<file path="config.mk">
export PLATFORM = sky130hd
export DESIGN_NAME = std_mem_d1_stream_ctrl
export DESIGN_NICKNAME = d
export VERILOG_FILES = /design/src/rtl/std_mem_d1_stream_ctrl.sv
export SDC_FILE = /design/constraint.sdc
export NUM_CORES = 1
export LEC_CHECK = 0
export CORE_ASPECT_RATIO = 2
export CORE_UTILIZATION = 30
export DETAILED_ROUTE_END_ITERATION = 6
export PLACE_DENSITY = 0.83
export SKIP_LAST_GASP = 1
export SLEW_MARGIN = 20
export SYNTH_ARGS = -nofsm -noshare
export SYNTH_HDL_FRONTEND = slang
export SYNTH_SLANG_ARGS = --single-unit
</file>
<file path="constraint.sdc">
create_clock -name clk -period 5.65 [get_ports clk]
set_clock_uncertainty 0.2 [all_clocks]
set_input_delay 1.13 -clock clk [delete_from_list [all_inputs] [get_ports clk]]
set_output_delay 1.13 -clock clk [all_outputs]
set_load 0.005 [all_outputs]
</file>
<file path="src/rtl/std_mem_d1_stream_ctrl.sv">
// Staging-buffer sequencer in front of std_mem_d1: fills a block from an input stream, drains it out.
// Optional build macro STD_MEM_STREAM_REVERSE_EN drains the block in LIFO order instead of FIFO.
module std_mem_d1_stream_ctrl #(
  parameter int WIDTH    = 32,
  parameter int SIZE     = 16,
  parameter int IDX_SIZE = 4
) (
  input  logic                clk,
  input  logic                reset,
  input  logic                go,
  input  logic [IDX_SIZE:0]   count,
  input  logic [WIDTH-1:0]    in_data,
  input  logic                in_valid,
  output logic                in_ready,
  output logic [WIDTH-1:0]    out_data,
  output logic                out_valid,
  input  logic                out_ready,
  output logic [IDX_SIZE-1:0] mem_addr0,
  output logic [WIDTH-1:0]    mem_write_data,
  output logic                mem_write_en,
  input  logic [WIDTH-1:0]    mem_read_data,
  input  logic                mem_done,
  output logic                done
);

  typedef enum logic [2:0] {
    S_IDLE,
    S_FILL,
    S_WAIT,
    S_DRAIN,
    S_FINISH
  } state_e;

  localparam logic [IDX_SIZE:0] SIZE_W = SIZE[IDX_SIZE:0];
  localparam logic [IDX_SIZE:0] ONE    = {{IDX_SIZE{1'b0}}, 1'b1};

  state_e              state_q, state_d;
  logic [IDX_SIZE:0]   ptr_q, ptr_d;
  logic [IDX_SIZE:0]   len_q, len_d;
  logic [IDX_SIZE:0]   count_clamped;
  logic [IDX_SIZE:0]   ptr_inc;

  assign count_clamped = (count > SIZE_W) ? SIZE_W : count;
  // ptr carries one extra bit so a full block (len == 2**IDX_SIZE) never wraps to zero.
  assign ptr_inc       = ptr_q + ONE;

  // NOTE: every signal driven here gets a default first, so no path leaves one unassigned (no latches).
  always_comb begin
    state_d        = state_q;
    ptr_d          = ptr_q;
    len_d          = len_q;
    in_ready       = 1'b0;
    out_valid      = 1'b0;
    out_data       = '0;
    mem_addr0      = '0;
    mem_write_data = '0;
    mem_write_en   = 1'b0;
    done           = 1'b0;

    unique case (state_q)
      S_IDLE: begin
        if (go) begin
          len_d   = count_clamped;
          ptr_d   = '0;
          state_d = (count_clamped != '0) ? S_FILL : S_FINISH;
        end
      end

      S_FILL: begin
        in_ready       = 1'b1;
        mem_addr0      = ptr_q[IDX_SIZE-1:0];
        mem_write_data = in_data;
        mem_write_en   = in_valid;
        if (in_valid) state_d = S_WAIT;
      end

      S_WAIT: begin
        mem_addr0 = ptr_q[IDX_SIZE-1:0];
        if (mem_done) begin
          if (ptr_inc == len_q) begin
`ifdef STD_MEM_STREAM_REVERSE_EN
            ptr_d = len_q - ONE;
`else
            ptr_d = '0;
`endif
            state_d = S_DRAIN;
          end else begin
            ptr_d   = ptr_inc;
            state_d = S_FILL;
          end
        end
      end

      S_DRAIN: begin
        out_valid = 1'b1;
        mem_addr0 = ptr_q[IDX_SIZE-1:0];
        out_data  = mem_read_data;
        if (out_ready) begin
`ifdef STD_MEM_STREAM_REVERSE_EN
          if (ptr_q == '0) state_d = S_FINISH;
          else             ptr_d   = ptr_q - ONE;
`else
          if (ptr_inc == len_q) state_d = S_FINISH;
          else                  ptr_d   = ptr_inc;
`endif
        end
      end

      S_FINISH: begin
        done    = 1'b1;
        ptr_d   = '0;
        state_d = S_IDLE;
      end

      default: state_d = S_IDLE;
    endcase
  end

  // NOTE: state registers use non-blocking assignments so every flop samples pre-edge values.
  always_ff @(posedge clk) begin
    if (reset) begin
      state_q <= S_IDLE;
      ptr_q   <= '0;
      len_q   <= '0;
    end else begin
      state_q <= state_d;
      ptr_q   <= ptr_d;
      len_q   <= len_d;
    end
  end

endmodule
</file>
; After elaboration in Yosys (flattened, before gate mapping)
; Index checks and enable logic that the tools add are counted.
[classes]
n_addsub = 1
multipliers = 0
div_mod_pow = 0
n_lt_le_gt_ge = 1
n_eq_ne = 11
n_shift = 0
muxes = 22
bitwise = 0
reduce_logical = 7
[op_table]
columns = cell, count
row1 = $mux 32, 2
row2 = $mux 5, 6
row3 = $pmux 5 s4, 1
row4 = $mux 3, 6
row5 = $ne 2x2->1 const B, 6
row6 = $pmux 3 s4, 1
row7 = $reduce_and 5->1, 2
row8 = $eq 3x2->1 const B, 2
row9 = $add 5x1->5 const B, 1
row10 = $eq 5x5->1, 1
row11 = $gt 5x5->1 const B, 1
row12 = $reduce_bool 5->1, 1
row13 = $mux 1, 4
row14 = $mux 4, 1
row15 = $reduce_bool 4->1, 1
row16 = $eq 3x1->1 const B, 1
row17 = $eq 3x3->1 const B, 1
row18 = $logic_not 3->1, 1
row19 = $reduce_or 3->1, 1
row20 = $mux 2, 1
row21 = $reduce_and 2->1, 1
[word_totals]
ff_bits = 13
latchBits = 0
ramBits = 0
mem_bits_ro = 0
inputBits = 75
out_inout_bits = 72
word_cells = 45
n_memories = 0

; Logic depth before layout (Yosys ltp)
; Gate-level depths: netlist of run 1.
[logic_depth]
ltp_word = 6
ltp_mapped = 6
ltp_nobuf = 6

; Worst setup path after synthesis of run 1
; No wires, ideal clock.
[synth_path]
kind = flip-flop to output port
start = register state_q[0]
end = output mem_write_data[22]
t_arrival_ps = 1336
t_required_ps = 4320
setup_slack_ps = 2984
path_stages_with_launch = 6
n_path_buf = 2
path_cell_list = dfxtp_1 clkbuf_8 inv_1 nor3_1 clkbuf_1 and2_1
[synth_via]
elab_chain_cells = 2
[synth_lines]
columns = element, line_no
row1 = start: declaration, 37  ; state_e state_q, state_d;
row2 = start signal: assignment, 126  ; state_q <= state_d;
row3 = $eq 3x1->1, 60  ; unique case (state_q)
row4 = $mux 32, 60
row5 = end: declaration, 19  ; output logic [WIDTH-1:0] mem_write_data,
; No other way between the ends.

; Worst setup path after layout of run 1
[layout_path]
start = input in_valid
end = output mem_write_en
[layout_via]
elab_chain_cells = 1
[layout_lines]
columns = element, line_no
row1 = start: declaration, 13  ; input logic in_valid,
row2 = $mux 1, 60
row3 = end: declaration, 20  ; output logic mem_write_en,
; No other way between the ends.

==> results of run 1 <==
==> layout make-up <==
type                            instances  share of cell area, %
Tap cell                               54                   2.34
Clock buffer                            4                   1.56
Sequential cell                        13                   9.02
Timing Repair Buffer                  148                   51.2
Inverter                                6                  0.781
Multi-Input combinational cell        151                   35.1
==> cells in the mapped netlist (2+ instances only) <==
cell type  count  area share, %
a21oi_1        7            2.6
and2_1        68             31
buf_6          2            1.7
clkbuf_1       6            1.7
clkbuf_8       2            2.0
dfxtp_1       13             19
inv_1          6            1.7
mux2i_1        2            1.5
nand2_1       14            3.9
nand3_1        4            1.5
nand3b_1       5            2.8
nor2_1         5            1.4
nor3_1         9            3.3
nor3b_1        2            1.1
o211ai_1       3            1.7
o21ai_0        4            1.5
or3_1          2           0.92
xnor2_1        3            1.9
xor2_1         2            1.3
==> routing by layer <==
layer / global-route usage, % / share of wire, %
met1: 23.2 / 33
met2: 42.5 / 52
met3: 6.89 / 13
met4: 6.81 / 1.7
met5: 0 / 0
==> logic make-up (layout without fill, tap and decap cells) <==
family / after synthesis / count (layout)
buffers and inverters: 17 / 158
AO/OA/AOI/OAI: 25 / 25
flip-flops: 13 / 13
XOR/XNOR: 6 / 6
multiplexers: 3 / 3
AND/OR/NAND/NOR: 116 / 116
adder cells (fa/ha/maj): 1 / 1
==> how the worst max path moves through the flow <==
| stage | depth (start not counted) | to | from | slack, ns |
|---|---|---|---|---|
| finish | 3 | mem_write_en | in_valid | 2.04 |
| detailed placement | 3 | mem_write_en | in_valid | 2.03 |
| global placement | 3 | mem_write_en | in_valid | 2.06 |
| CTS | 3 | mem_write_en | in_valid | 2.03 |
| global route | 3 | mem_write_en | in_valid | 2.02 |
| floorplan | 5 | mem_write_data[22] | state_q[0] | 2.98 |
==> metrics by stage <==
stage               cells  setup WS, ns
finish                376          2.04
global route          376          2.02
CTS                   376          2.03
detailed placement    372          2.03
global placement      372          2.06
floorplan             181          2.98
==> state kept, by name, indices dropped and copies added (netlist names) <==
register and count:
len_q 5, ptr_q 5, state_q 3
==> worst min-delay path, stage by stage, from the launching register on <==
cell and delay (ns):
dfxtp_1 0.32, nand2_1 0.06, a21oi_1 0.05
==> power by group through the flow <==
stage          registers (uW)  logic [uW]  clock network [uW]
3_3_place_gp              111         237                   0
5_1_grt                   110         259                86.4
3_5_place_dp              112         240                   0
6_report                  110         239                81.4
4_1_cts                   110         241                81.5
2_1_floorplan             103         103                   0
==> impl_metrics.ini, run 1 <==
[timing]
rsz0062_at_grt = false
fin_crit_sh_pct = 63.8
slew_headroom_pct = 53.3
hold_ws_ns = 0.273
setup_tns_ns = 0
worst_pin_slew_ns = 0.691
min_period_ns = 3.61
fmax_ghz = 0.277
hold_violations = 0
final-setup-viol-count = 0
slew_violations = 0

[critical_path]
ff2ff_path_depth = 6
start_kind = input port
worstPathArrival_ns = 2.28
end_kind = primary output
critPathTopFamily = buffers and inverters
cp_max_fo = 3
crit_chain = clkdlybuf4s50_1 > and2_1 > clkdlybuf4s50_1
path_common_cell = clkdlybuf4s50_1
ff2ff_setup_slack_ns = 3.30
cp.required_ns = 4.32
cp_slowest_cell = clkdlybuf4s50_1
timing.rr.end = state_q[1]
criticalPathCategory = input port to primary output
r2r-start = ptr_q[0]
cp_num_buf_inv = 2
cpPeakStageDelay_ns = 0.51

[synth]
syn_inst = 181
ys_warn_count = 0
synth_ff_type = dfxtp_1
synth.distinct_cells = 41
syn_area_um2 = 1360
synth.avg_cell_area_um2 = 7.53
synth_nets = 257
synthXorXnorAreaFrac_pct = 4.40
yosysSeqAreaShare_pct = 19.1
synth_fa_ha_area_share_pct = 0.917
synth_simple_gate_area_share_pct = 50.3
synth_compound_area_share_pct = 15.4
ys_seq_elements = 13
synth_edf_count = 0
async_reset_ff_share_pct = 0
muxShareOfSynthArea_pct = 2.57
synth_top_family_by_area = simple AND/OR/NAND/NOR gates

[floorplan]
fp.dieH_um = 97.4
core_area_um2 = 4340
start_util_pct = 31.4
dieArea_um2 = 4840
die_w_um = 49.7
io_pins = 147
rows = 34

[finish]
diodes = 0
nFillCells = 369
mostFrequentLayoutCells = clkdlybuf4s50_1 (146), and2_1 (68), nand2_1 (14)
syn_to_final_growth_pct = 112
final_core_util_pct = 66.5
design_area_um2 = 2890
final_common_cell = clkdlybuf4s50_1
final_layout_size_suffix_gt1_share_pct = 5.59
seq_area_um2 = 260
layout.nets = 399
multi_input_area_um2 = 1010

[placed_design]
port_buffers = 146
place.gp.congestion = 0.895
dpl_cell_area_um2 = 2840
place_hpwl_um = 4830

[clock_tree]
root_buffer = clkbuf_8
cts_resized = 0
clock_latency_ns = 0.24
cts_buffers = 3
cts_max_level = 1
clock_sinks = 13
hold_buffers = 0
cts_tree = done
clkSlewWorstSetupHoldPaths_ns = 0.05
cts_setup_buffers = 0
clk_path_buf_depth = 2

[power]
power.total_uw = 430
power_density_nw_per_um2 = 149
p_int_uw = 299
combinationalPowerShare_pct = 55.6
peakVddDrop_v = 0.000104
swShare_pct = 30.6
leakage_uw = 0.00104
netSwitchingPower_uw = 132
p_clk_share_pct = 18.9
power_frac_seq_pct = 25.5

[detailed_routing]
avgViaCountPerCell = 4.79
wl_per_cell_um = 14.8
drtPass1Iterations = 4
routed_wl_um = 5560
postRouteAntennaNets = 0
drc = 0
first_iter_violations = 54
vias = 1802

[min_path]
hold_start = len_q[1]
hold_depth = 2
min_to = len_q[1]
hold_path.class = flop to flop

[run_status]
status = finished, final reports clean

[global_route]
grt_overflow = 0
groute.usage.overall_pct = 22.8
grt_pass1_wl_um = 8570
grt_pass1_vias = 1780
antenna_found_initial = 0
grt_max_degree = 35

[job]
drv_cap = 0
Power figures use the tool's default switching activity.
==> inputs of run 2 (changes only) <==
--- a/config.mk
+++ b/config.mk
@@ -6,9 +6,9 @@
 export NUM_CORES = 1
 export LEC_CHECK = 0
 export CORE_ASPECT_RATIO = 2
-export CORE_UTILIZATION = 30
+export CORE_UTILIZATION = 29
 export DETAILED_ROUTE_END_ITERATION = 6
-export PLACE_DENSITY = 0.83
+export PLACE_DENSITY = 0.81
 export SKIP_LAST_GASP = 1
 export SLEW_MARGIN = 20
 export SYNTH_ARGS = -nofsm -noshare
==> constraint.sdc (replaced) <==
create_clock -name clk -period 3.43 [get_ports clk]
set_clock_uncertainty 0.2 [all_clocks]
set_input_delay 0.686 -clock clk [delete_from_list [all_inputs] [get_ports clk]]
set_output_delay 0.686 -clock clk [all_outputs]
set_load 0.005 [all_outputs]
==> run 2 against run 1 <==
  * Setup slack got worse by 1.6 ns
  * Non-clock buffer count rose by 3
  * Via count is 0.72% higher
  * Cell count increased by 1.1%
  * Utilization shrank 2.6 points
  * Sequential share of layout area down 0.074 points
  * Clock power is 73% higher
  * Highest routed layer unchanged
  * Hold slack worse by 0.0048 ns
  * Critical path depth up 2
  * Die area rose by 3.3%
==> impl_metrics.ini, run 2 (synthesized netlist as in run 1, its figures left out) <==
[detailed_routing]
drtPass1Iterations = 4
avgViaCountPerCell = 4.78
routed_wl_um = 5710
postRouteAntennaNets = 0
wl_per_cell_um = 15.0
first_iter_violations = 31
drc = 0
vias = 1815

[timing]
final-setup-viol-count = 0
worst_pin_slew_ns = 0.973
hold_violations = 0
fin_crit_sh_pct = 86.9
setup_tns_ns = 0
rsz0062_at_grt = false
fmax_ghz = 0.336
slew_headroom_pct = 34.2
min_period_ns = 2.98
slew_violations = 0

[floorplan]
start_util_pct = 29.9
die_w_um = 50.5
rows = 35
core_area_um2 = 4550
fp.dieH_um = 99.0
io_pins = 147
dieArea_um2 = 5000

[clock_tree]
cts_resized = 0
hold_buffers = 0
clock_sinks = 13
cts_tree = done
clkSlewWorstSetupHoldPaths_ns = 0.06
cts_setup_buffers = 0
clk_path_buf_depth = 2
cts_max_level = 1
root_buffer = clkbuf_8
cts_buffers = 3
clock_latency_ns = 0.24

[finish]
syn_to_final_growth_pct = 113
stdcell_count = 380
reg.largest.list = len_q x5, ptr_q x5, state_q x3
layout.nets = 402
final_common_cell = clkdlybuf4s50_1
mostFrequentLayoutCells = clkdlybuf4s50_1 (146), and2_1 (68), nand2_1 (14)
diodes = 0
final_layout_size_suffix_gt1_share_pct = 6.46
final_core_util_pct = 63.9
design_area_um2 = 2910

[placed_design]
place_hpwl_um = 4910
port_buffers = 146
dp_cells = 376
place.gp.congestion = 1.04
dpl_cell_area_um2 = 2860

[power]
leakage_uw = 0.00106
p_clk_share_pct = 19.5
netSwitchingPower_uw = 226
power_frac_seq_pct = 23.7
power_density_nw_per_um2 = 249
peakVddDrop_v = 0.000164
combinationalPowerShare_pct = 56.8
swShare_pct = 31.2
p_int_uw = 498

[critical_path]
start_kind = flop
cp_max_fo = 33
cp_slowest_cell = clkdlybuf4s50_1
cp_num_buf_inv = 3
crit_chain = inv_1 > nor3_2 > buf_4 > and2_1 > clkdlybuf4s50_1
worstPathArrival_ns = 2.09
cpPeakStageDelay_ns = 0.52
criticalPathCategory = flop to primary output
critPathTopFamily = buffers and inverters
cp.required_ns = 2.54
end_kind = primary output

[global_route]
groute.usage.overall_pct = 22.8
grt-busiest-layer = met2
grt_use_met3_pct = 5.56
gr-usage-met2_pct = 44.7
grt_overflow = 0
antenna_found_initial = 0
grt_pass1_wl_um = 8610
gr-usage-met1_pct = 21.4
grt_max_degree = 34
grt_pass1_vias = 1826

[job]
drv_cap = 0

[min_path]
hold_path.class = flop to flop

[run_status]
status = finished, final reports clean
==> run 2: cell types whose count changed in the layout (fill, tap and decap cells not counted) <==
cell and change:
buf_4 +3
==> run 2: worst paths after layout <==
kind,startpoint,to,slack [ns],cells after the start
worst min register to register,len_q[4],len_q[4],0.27,2
worst max-delay path,state_q[1],out_data[11],0.45,5
worst max register to register,ptr_q[0],state_q[2],1.03,6
worst min-delay path,len_q[4],len_q[4],0.27,2
==> run 2: layout make-up <==
type | instances | area [um2]
fillers | 405 | 1650
repair buffers | 151 | 1500
multi-input cells | 151 | 1010
flip-flops and latches | 13 | 260
well taps | 55 | 68.8
clock buffers | 4 | 45.0
inverters | 6 | 22.5
==> run 2: per-stage QoR <==
step | total power [uW] | worst slack, ns | hold WS (ns)
2_1_floorplan | 339 | 1.21 | 0.241
6_report | 725 | 0.450 | 0.268
3_5_place_dp | 586 | 0.685 | 0.260
5_1_grt | 763 | 0.317 | 0.284
3_3_place_gp | 581 | 0.725 | 0.254
4_1_cts | 725 | 0.479 | 0.268
==> run 2: worst register-to-register path: stages, from the launching register on <==
cell	delay [ns]
dfxtp_1	0.46
ha_1	0.33
or3b_4	0.42
a21oi_4	0.17
o2111a_2	0.30
nand2_1	0.11
a2111oi_2	0.30
==> run 2: power by group through the flow <==
stage	Clock, uW	Sequential [uW]	Combinational, uW
3_3_place_gp	0	174	407
2_1_floorplan	0	170	169
6_report	141	172	412
5_1_grt	146	173	444
3_5_place_dp	0	174	412
4_1_cts	140	171	414
==> run 2: per-layer routing <==
metal	share of wire [%]	wire, um
met1	32	1820
met2	54	3070
met3	11	655
met4	2.9	165
met5	0	0
